--- src/rtl/mips_sdram_bridge_pkg.sv ---
// mips_sdram_bridge_pkg: shared FSM states, defaults and half-select helpers for the MIPS-to-SDRAM bridge
package mips_sdram_bridge_pkg;
  typedef enum logic [2:0] {IDLE, LO_REQ, HI_GAP, HI_REQ, DONE} state_t;
  localparam int TIMEOUT_CYC_DEF = 1023;
  localparam int ADDR_W_DEF = 22;
  function automatic logic [15:0] pick_half(input logic [31:0] w, input logic hi);
    return hi ? w[31:16] : w[15:0];
  endfunction
  function automatic logic [1:0] pick_be(input logic [3:0] be, input logic hi);
    return hi ? be[3:2] : be[1:0];
  endfunction
endpackage

--- src/rtl/mips_sdram_bridge_if.sv ---
// mips_sdram_bridge_if: CPU-side load/store bus and SDRAM host-port bus
interface mips_sdram_bridge_cpu_if;
  logic [31:0] addr, wdata, rdata;
  logic [3:0] be;
  logic rd, wr, stall, ack, err;
  modport master (output addr, wdata, be, rd, wr, input rdata, stall, ack, err);
  modport slave (input addr, wdata, be, rd, wr, output rdata, stall, ack, err);
endinterface

interface mips_sdram_bridge_mem_if import mips_sdram_bridge_pkg::*; #(parameter int ADDR_W = ADDR_W_DEF);
  logic [ADDR_W-1:0] addr;
  logic [15:0] data, rdata;
  logic [1:0] dm;
  logic rd, wr, valid, done;
  modport master (output addr, data, dm, rd, wr, input rdata, valid, done);
  modport slave (input addr, data, dm, rd, wr, output rdata, valid, done);
endinterface

--- src/rtl/mips_sdram_bridge_watchdog.sv ---
// mips_sdram_bridge_watchdog: per-access cycle counter; expire fires in the TIMEOUT_CYC-th enabled cycle
module mips_sdram_bridge_watchdog import mips_sdram_bridge_pkg::*; #(
  parameter int TIMEOUT_CYC = TIMEOUT_CYC_DEF
) (
  input  logic clk,
  input  logic rst,
  input  logic clr,
  input  logic en,
  output logic expire
);
  logic [15:0] cnt;
  assign expire = en && cnt == 16'(TIMEOUT_CYC - 1);
  always_ff @(posedge clk)
    cnt <= (rst || clr) ? '0 : en ? cnt + 16'd1 : cnt;
endmodule

--- src/rtl/mips_sdram_bridge.sv ---
// mips_sdram_bridge: splits a 32-bit MIPS load/store into one or two 16-bit SDRAM host-port accesses
module mips_sdram_bridge import mips_sdram_bridge_pkg::*; #(
  parameter int TIMEOUT_CYC = TIMEOUT_CYC_DEF,
  parameter int ADDR_W = ADDR_W_DEF
) (
  input logic clk,
  input logic rst,
  mips_sdram_bridge_cpu_if.slave cpu,
  mips_sdram_bridge_mem_if.master mem
);
  state_t state, next;
  logic [ADDR_W-2:0] addr_q;
  logic [31:0] wdata_q, rdata_q;
  logic [3:0] be_q;
  logic is_wr, err_q, req, hi, active, expire, timed_out;
  assign req = cpu.rd || cpu.wr;
  assign hi = state == HI_REQ;
  assign active = state == LO_REQ || state == HI_REQ;
  assign timed_out = active && expire && !mem.done;
  mips_sdram_bridge_watchdog #(.TIMEOUT_CYC(TIMEOUT_CYC)) u_wd (
    .clk(clk), .rst(rst), .clr(next != state), .en(active), .expire(expire)
  );
  always_comb begin
    next = state;
    case (state)
      IDLE:    next = !req ? IDLE : !cpu.wr ? LO_REQ : cpu.be == 4'b0 ? DONE
                    : cpu.be[1:0] != 2'b0 ? LO_REQ : HI_REQ;
      LO_REQ:  next = mem.done ? ((is_wr && be_q[3:2] == 2'b0) ? DONE : HI_GAP)
                    : expire ? DONE : LO_REQ;
      HI_GAP:  next = HI_REQ;
      HI_REQ:  next = (mem.done || expire) ? DONE : HI_REQ;
      DONE:    next = IDLE;
      default: next = IDLE;
    endcase
  end
  // A completing access wins over a simultaneous watchdog expiry.
  always_ff @(posedge clk) begin
    if (rst) begin
      state <= IDLE;
      addr_q <= '0;
      wdata_q <= '0;
      rdata_q <= '0;
      be_q <= '0;
      is_wr <= 1'b0;
      err_q <= 1'b0;
    end else begin
      state <= next;
      if (state == IDLE && req) begin
        addr_q <= cpu.addr[ADDR_W:2];
        wdata_q <= cpu.wdata;
        be_q <= cpu.be;
        is_wr <= cpu.wr;
        err_q <= 1'b0;
      end
      if (active && !is_wr && mem.valid)
        rdata_q <= hi ? {mem.rdata, rdata_q[15:0]} : {rdata_q[31:16], mem.rdata};
      if (timed_out) begin
        err_q <= 1'b1;
        rdata_q <= '0;
      end
    end
  end
  assign cpu.stall = (state == IDLE && req) || active || state == HI_GAP;
  assign cpu.ack = state == DONE;
  assign cpu.err = state == DONE && err_q;
  assign cpu.rdata = rdata_q;
  assign mem.addr = {addr_q, hi};
  assign mem.data = pick_half(wdata_q, hi);
  assign mem.dm = is_wr ? ~pick_be(be_q, hi) : 2'b00;
  assign mem.rd = active && !is_wr;
  assign mem.wr = active && is_wr;
endmodule

--- src/flat_wrapper.sv ---
// flat-port wrapper written by rule: the top's interface ports become plain ports
module mips_sdram_bridge_flat import mips_sdram_bridge_pkg::*;
#(
  parameter int TIMEOUT_CYC = TIMEOUT_CYC_DEF,
  parameter int ADDR_W = ADDR_W_DEF
)
  (clk, rst, cpu_addr, cpu_wdata, cpu_be, cpu_rd, cpu_wr, cpu_rdata, cpu_stall, cpu_ack, cpu_err, mem_addr, mem_data, mem_dm, mem_rd, mem_wr, mem_rdata, mem_valid, mem_done);
  mips_sdram_bridge_cpu_if cpu_i ();
  mips_sdram_bridge_mem_if #(.ADDR_W(ADDR_W)) mem_i ();
  input logic clk;
  input logic rst;
  input wire logic [$bits(cpu_i.addr)-1:0] cpu_addr;
  input wire logic [$bits(cpu_i.wdata)-1:0] cpu_wdata;
  input wire logic [$bits(cpu_i.be)-1:0] cpu_be;
  input wire logic [$bits(cpu_i.rd)-1:0] cpu_rd;
  input wire logic [$bits(cpu_i.wr)-1:0] cpu_wr;
  output wire logic [$bits(cpu_i.rdata)-1:0] cpu_rdata;
  output wire logic [$bits(cpu_i.stall)-1:0] cpu_stall;
  output wire logic [$bits(cpu_i.ack)-1:0] cpu_ack;
  output wire logic [$bits(cpu_i.err)-1:0] cpu_err;
  output wire logic [$bits(mem_i.addr)-1:0] mem_addr;
  output wire logic [$bits(mem_i.data)-1:0] mem_data;
  output wire logic [$bits(mem_i.dm)-1:0] mem_dm;
  output wire logic [$bits(mem_i.rd)-1:0] mem_rd;
  output wire logic [$bits(mem_i.wr)-1:0] mem_wr;
  input wire logic [$bits(mem_i.rdata)-1:0] mem_rdata;
  input wire logic [$bits(mem_i.valid)-1:0] mem_valid;
  input wire logic [$bits(mem_i.done)-1:0] mem_done;
  assign cpu_i.addr = cpu_addr;
  assign cpu_i.wdata = cpu_wdata;
  assign cpu_i.be = cpu_be;
  assign cpu_i.rd = cpu_rd;
  assign cpu_i.wr = cpu_wr;
  assign cpu_rdata = cpu_i.rdata;
  assign cpu_stall = cpu_i.stall;
  assign cpu_ack = cpu_i.ack;
  assign cpu_err = cpu_i.err;
  assign mem_addr = mem_i.addr;
  assign mem_data = mem_i.data;
  assign mem_dm = mem_i.dm;
  assign mem_rd = mem_i.rd;
  assign mem_wr = mem_i.wr;
  assign mem_i.rdata = mem_rdata;
  assign mem_i.valid = mem_valid;
  assign mem_i.done = mem_done;
  mips_sdram_bridge #(.TIMEOUT_CYC(TIMEOUT_CYC), .ADDR_W(ADDR_W)) u_core (.clk(clk), .rst(rst), .cpu(cpu_i), .mem(mem_i));
endmodule
--- config.mk ---
export PLATFORM = sky130hd
export DESIGN_NAME = mips_sdram_bridge_flat
export DESIGN_NICKNAME = d
export VERILOG_FILES = /design/src/rtl/mips_sdram_bridge_pkg.sv /design/src/rtl/mips_sdram_bridge_if.sv /design/src/rtl/mips_sdram_bridge_watchdog.sv /design/src/rtl/mips_sdram_bridge.sv /design/src/flat_wrapper.sv
export SDC_FILE = /design/constraint.sdc
export NUM_CORES = 1
export LEC_CHECK = 0
export BUFFER_PORTS_ARGS = -buffer_cell sky130_fd_sc_hd__buf_4
export CAP_MARGIN = 20
export CORE_AREA = 2 2 98 100
export CTS_CLUSTER_SIZE = 40
export DETAILED_ROUTE_END_ITERATION = 12
export DIE_AREA = 0 0 100 102
export GPL_TIMING_DRIVEN = 0
export PLACE_DENSITY = 0.8
export SETUP_SLACK_MARGIN = 0.02
export SLEW_MARGIN = 20
export SYNTH_ARGS = -nofsm -noshare
export SYNTH_HDL_FRONTEND = slang
export SYNTH_SLANG_ARGS = --single-unit
--- constraint.sdc ---
create_clock -name clk -period 2.56 [get_ports clk]
set_input_delay 0.128 -clock clk [delete_from_list [all_inputs] [get_ports clk]]
set_output_delay 0.128 -clock clk [all_outputs]
set_load 0.02 [all_outputs]
==> flow_summary.yaml, run 1 <==
synthesis:
  yosysWarnings: 0
  yosys_register_bits: 110
  ys_seq_area_frac: 0.4905
  syn_area_per_cell_sq_um: 7.622
  synth_edf_count: 0
  synthArstFlopShare: 0
  synth.distinct_cells: 47
  ys.flop_type: "dfxtp_1"
  synthCells: 589
  syn-num-nets: 681
  synthesis.area_sq_mm: 0.004489
power:
  leakage_nw: 2.753
  p_per_area_mw_per_mm2: 634.9
  p_sw_mw: 1.250
  cellInternalPower_mw: 2.733
  power_frac_seq: 0.482
  swShare: 0.3137
  ir_worst_vdd_mv: 0.2927
  p_clk_frac: 0.261
  combPwrFrac: 0.257
cts:
  postCtsSetupBuffers: 0
  cts_max_level: 3
  cts_buffers: 9
  root_buffer: "clkbuf_8"
  cts_sinks: 110
  clkTransAtPathRegs_ps: 100
  clock_latency_ps: 370
  ctsLongestPathBuffers: 2
  cts_tree: "done"
die:
  num_rows: 35
  ios: 167
  start_util: 0.4929
  coreArea_sq_mm: 0.009109
  die_h_um: 102
  die_area_sq_mm: 0.01020
  die_w_um: 100
place:
  place_congestion: 0.8377
  hpwl_um: 9290
  placed_cells: 854
  portBuffers: 154
  place_ws_ps: 536.9
global_route:
  grt_pass1_wl_um: 19600
  grt_overflow_total: 0
  grt_pass1_vias: 4338
  grt_max_degree: 19
  grtUsageTotal: 0.2396
  antenna_found_initial: 0
setup_path:
  r2r-start: "u_core.state[0]$_SDFF_PP0_"
  worstReg2RegEnd: "u_core.wdata_q[18]$_SDFFE_PP0P_"
  worstSetupPathType: "reg -> out"
  required_ps: 2430
  path_max_fanout: 10
  cp_data_arrival_time_ps: 2120
  r2r_setup_slack_ps: 460
  start_kind: "register"
  crit_path_end_kind: "output port"
  worst_r2r_path_depth: 7
routing:
  dr.pass1.iters: 5
  drc: 0
  drt_wl_total_um: 12570
  wl_met1_um: 5144
  routedWlPerCell_um: 13.98
  met2_length_um: 6175
  met3_length_um: 894
  vias: 4612
  drtIter0Drc: 191
  top_layer: "met4"
  antenna_left: 0
  vias_per_cell: 5.130
worst_hold_path:
  hold_path.class: "in -> reg"
  min_delay_path_depth: 3
  min_from: "cpu_wdata[25]"
  hold_end: "u_core.wdata_q[25]$_SDFFE_PP0P_"
timing:
  maxSlewHeadroom: 0.5731
  fin_ws_ps: 312.9
  slew_violations: 0
  fin_crit_sh: 0.8778
  max_freq_mhz: 445.0
  hold_viol_final: 0
  fin_skew_ps: 14.52
  setup_viol: 0
  rsz0062_at_grt: "no"
  setup_tns_ps: 0
  min_period_ps: 2247
  worst_slew_pin_slew_ps: 634.6
layout:
  fill_cells: 750
  sequential_cell_area_sq_mm: 0.002202
  multiInputGateArea_sq_mm: 0.002054
  area_growth_pct: 39.74
  diodes: 0
  layout.cells.non_filler: 899
  final_nets: 875
  drive_gt1_frac: 0.2589
status:
  status: "finished, final reports clean"
flow_run:
  maxCapViolCount: 0
-- timing repair --
action                                 4_1_cts  5_1_grt
setup endpoints to repair                    0       10
gates resized for setup                      0        3
hold buffers                                27        2
endpoints found under the hold margin       27        2
-- power groups by stage --
stage	Clock, mW	Combinational, mW	Sequential (mW)
finish	1.04	1.02	1.92
floorplan	0	0.519	2.01
global placement	0	0.955	1.95
CTS	1.06	1.01	1.92
detailed placement	0	0.980	1.96
global route	1.14	1.12	1.93
-- metal layers --
| metal | vias up | track usage |
|---|---|---|
| met5 | - | 0 |
| met4 | 0 | 0.1075 |
| met3 | 36 | 0.05130 |
| met2 | 189 | 0.4226 |
| met1 | 2084 | 0.2820 |
| li1 | 2303 | - |
-- through the flow --
| step | area [sq um] | util | hold WS [ps] | total power, mW |
|---|---|---|---|---|
| after floorplan | 4489 | - | 264.0 | 2.531 |
| after global placement | 5784 | 0.6350 | 376.0 | 2.905 |
| after detailed placement | 5784 | 0.6350 | 376.7 | 2.938 |
| after CTS | 6250 | 0.6861 | 0.6957 | 3.997 |
| after global routing | 6274 | 0.6887 | 3.210 | 4.186 |
| final | 6274 | 0.6887 | 6.461 | 3.983 |
-- cells in the mapped netlist, types with 2 or more instances --
master    number  area [sq um]
and3_1         6         37.54
xor2_1         8         70.07
nor2_1        22         82.58
ha_1           2         25.02
xnor2_1        4         35.03
nand3_1       10         50.05
clkbuf_1      16         60.06
nand2_1      244         915.9
buf_2         11         55.05
dfxtp_1      110          2202
nand4_1        3         18.77
a31oi_1        2         12.51
buf_4          4         30.03
o21ai_0        2         10.01
a21oi_1       96         480.5
clkbuf_8       3         41.29
nand2b_1       3         18.77
inv_1          6         22.52
or2_2          2         12.51
nor3_1         7         35.03
buf_6          2         22.52
-- how the worst max path moves through the flow --
stage                                from                                end  slack, ps  cells after the start
2_1_floorplan  u_core.state[0]$_SDFF_PP0_  u_core.cpu.rdata[10]$_SDFFE_PP0P_        720                      8
3_3_place_gp   u_core.state[1]$_SDFF_PP0_                       mem_data[11]        570                      7
3_5_place_dp   u_core.state[1]$_SDFF_PP0_                       mem_data[11]        540                      7
6_report       u_core.state[0]$_SDFF_PP0_                       mem_data[14]        310                      9
4_1_cts        u_core.state[1]$_SDFF_PP0_                       mem_data[11]        140                      7
5_1_grt        u_core.state[0]$_SDFF_PP0_                       mem_data[11]         70                      9
-- placed cells by master, fill, tap and decap left out, types with 2 or more instances in the layout --
master	instances
nand2_1	243
buf_4	158
dfxtp_1	110
a21oi_1	96
dlygate4sd3_1	29
nor2_1	22
clkbuf_1	16
clkbuf_8	12
buf_2	11
nand3_1	10
xor2_1	8
nor3_1	7
inv_1	6
and3_1	6
xnor2_1	4
nand2b_1	3
nand4_1	3
buf_6	2
or2_2	2
o21ai_0	2
a31oi_1	2
ha_1	2
inv_6	2
clkinvlp_4	2
-- flip-flops by register name (all words and copies together), names as in the netlist --
signal / cells
u_core.addr_q: 21
u_core.be_q: 4
u_core.cpu.rdata: 32
u_core.err_q: 1
u_core.is_wr: 1
u_core.state: 3
u_core.u_wd.cnt: 16
u_core.wdata_q: 32
-- cell type report --
type                       instances  area share
sequential                       110      0.3510
multi-input combinational        436      0.3275
timing repair buffer             183      0.2306
buffer                            36     0.03351
tap                              111     0.02214
clock buffer                      10     0.02034
clock inverter                     6     0.01077
inverter                           7    0.004188
-- critical path: stages, from the launching register on --
cell	delay, ps
dfxtp_1	340
buf_6	150
inv_1	70
nor2_1	240
nand2_2	210
clkinv_1	210
buf_2	260
nand2_1	80
nand2_1	70
buf_4	140
-- logic make-up after synthesis --
kind of cell,count (synthesis),share of synthesized area
adder cells (fa/ha/maj),2,0.005573
AO/OA/AOI/OAI,110,0.1335
AND/OR/NAND/NOR,312,0.2946
buffers and inverters,43,0.05240
flip-flops,110,0.4905
XOR/XNOR,12,0.02341
Note: power is estimated with default switching activity, not from simulation.
==> run 2: changes to the inputs <==
--- a/config.mk
+++ b/config.mk
@@ -7,12 +7,12 @@
 export LEC_CHECK = 0
 export BUFFER_PORTS_ARGS = -buffer_cell sky130_fd_sc_hd__buf_4
 export CAP_MARGIN = 20
-export CORE_AREA = 2 2 98 100
+export CORE_AREA = 2 2 99 101
 export CTS_CLUSTER_SIZE = 40
 export DETAILED_ROUTE_END_ITERATION = 12
-export DIE_AREA = 0 0 100 102
+export DIE_AREA = 0 0 101 103
 export GPL_TIMING_DRIVEN = 0
-export PLACE_DENSITY = 0.8
+export PLACE_DENSITY = 0.78
 export SETUP_SLACK_MARGIN = 0.02
 export SLEW_MARGIN = 20
 export SYNTH_ARGS = -nofsm -noshare
==> constraint.sdc (replaced) <==
create_clock -name clk -period 2.4 [get_ports clk]
set_input_delay 0.12 -clock clk [delete_from_list [all_inputs] [get_ports clk]]
set_output_delay 0.12 -clock clk [all_outputs]
set_load 0.02 [all_outputs]
==> flow_summary.yaml, run 2 (synthesized netlist as in run 1, its figures left out) <==
die:
  die_w_um: 101
  die_h_um: 103
  die_area_sq_mm: 0.01040
  start_util: 0.4746
  num_rows: 36
  ios: 167
  coreArea_sq_mm: 0.009459
place:
  dpl_cell_area_sq_mm: 0.005788
  place_congestion: 0.8869
  portBuffers: 154
  place_ws_ps: 331.3
  hpwl_um: 8991
  placed_cells: 857
global_route:
  antenna_found_initial: 0
  grt_pass1_wl_um: 20090
  grt_pass1_vias: 4410
  grt_overflow_total: 0
  grt_max_degree: 19
  grtUsageTotal: 0.2416
setup_path:
  cp_data_arrival_time_ps: 2070
  worstSetupPathType: "reg -> out"
  r2r-start: "u_core.state[2]$_SDFF_PP0_"
  crit_path_end_kind: "output port"
  start_kind: "register"
  crit_path_start: "u_core.state[0]$_SDFF_PP0_"
  required_ps: 2280
  path_max_fanout: 10
routing:
  wl_met1_um: 5511
  antenna_left: 0
  drc: 0
  drt_wl_total_um: 12830
  met3_length_um: 659
  drtIter0Drc: 208
  routedWlPerCell_um: 13.77
  vias_per_cell: 4.957
  vias: 4620
  dr.pass1.iters: 4
  met2_length_um: 6559
  top_layer: "met4"
status:
  status: "finished, final reports clean"
timing:
  hold_slack_ps: 8.493
  worst_slew_pin_slew_ps: 588.2
  maxSlewHeadroom: 0.6042
  min_period_ps: 2187
  slew_violations: 0
  max_freq_mhz: 457.2
  rsz0062_at_grt: "no"
  fin_crit_sh: 0.9114
  fin_skew_ps: 8.152
  setup_tns_ps: 0
  fin_ws_ps: 212.6
  setup_viol: 0
  hold_viol_final: 0
cts:
  clock_latency_ps: 360
  postCtsSetupBuffers: 0
  cts_tree: "done"
  cts_buffers: 9
  cts_sinks: 110
  ctsLongestPathBuffers: 2
  clkTransAtPathRegs_ps: 100
  root_buffer: "clkbuf_8"
  cts_max_level: 3
layout:
  drive_gt1_frac: 0.2531
  diodes: 0
  fill_cells: 791
  final_nets: 905
  layout_commonest_cell: "nand2_1"
  postLayoutCoreUtil: 0.6948
  layout_common_cells: "243 x nand2_1, 158 x buf_4, 110 x dfxtp_1"
  area_growth_pct: 46.40
  layout.cells.non_filler: 932
  design_area_sq_mm: 0.006573
flow_run:
  maxCapViolCount: 0
worst_hold_path:
  min_from: "mem_rdata[4]"
  hold_path.class: "in -> reg"
power:
  leakage_nw: 2.871
  power_mw: 4.218
  ir_worst_vdd_mv: 0.3527
  p_per_area_mw_per_mm2: 641.7
run 2: changes by cell type in the layout (fill, tap and decap cells not counted):
cell,previous run,this run
clkbuf_1,16,15
nor2_1,22,21
clkinv_1,1,0
nor2_2,1,2
clkinvlp_4,2,3
clkbuf_8,12,13
clkinv_4,0,2
inv_6,2,1
bufinv_16,1,0
dlygate4sd3_1,29,59
run 2: worst paths after layout:
path                                  endpoint  slack, ps  depth (start not counted)
max                               mem_data[14]        210                          9
min           u_core.cpu.rdata[4]$_SDFFE_PP0P_          8                          3
max reg2reg   u_core.cpu.rdata[2]$_SDFFE_PP0P_        360                          7
min reg2reg  u_core.cpu.rdata[31]$_SDFFE_PP0P_        460                          2
run 2: area by class of cell:
class                           instances  area (sq um)  area share
Multi-Input combinational cell        436          2057      0.3130
Inverter                                7         30.03    0.004569
Tap cell                              114         142.6     0.02170
Sequential cell                       110          2202      0.3350
Clock buffer                           10         137.6     0.02094
Clock inverter                          6         46.29    0.007044
Buffer                                 36         210.2     0.03198
Timing Repair Buffer                  213          1747      0.2658
run 2: power breakdown:
group / switching (mW) / total, mW / internal, mW
sequential: 0.0805 / 2.05 / 1.97
clock: 0.624 / 1.04 / 0.412
combinational: 0.642 / 1.13 / 0.492
run 2: worst max-delay path, stage by stage (launching register included):
cell        delay [ps]
dfxtp_1            330
buf_6              140
inv_1               80
nor2_2             180
nand2_2            190
clkinvlp_4         230
buf_2              260
nand2_1             80
nand2_1             80
buf_4              140
run 2: what timing repair did:
| item | 4_1_cts | 5_1_grt |
|---|---|---|
| hold buffers | 55 | 4 |
| endpoints found under the hold margin | 60 | 4 |
| cloned | 0 | 0 |
| setup endpoints to repair | 10 | 13 |
| pin swaps | 0 | 0 |
| gates resized for setup | 1 | 4 |
run 2: metal layers:
layer,GRT usage,vias up
met5,0,-
met4,0.05821,0
met3,0.05898,11
met2,0.4379,128
met1,0.2894,2120
li1,-,2361
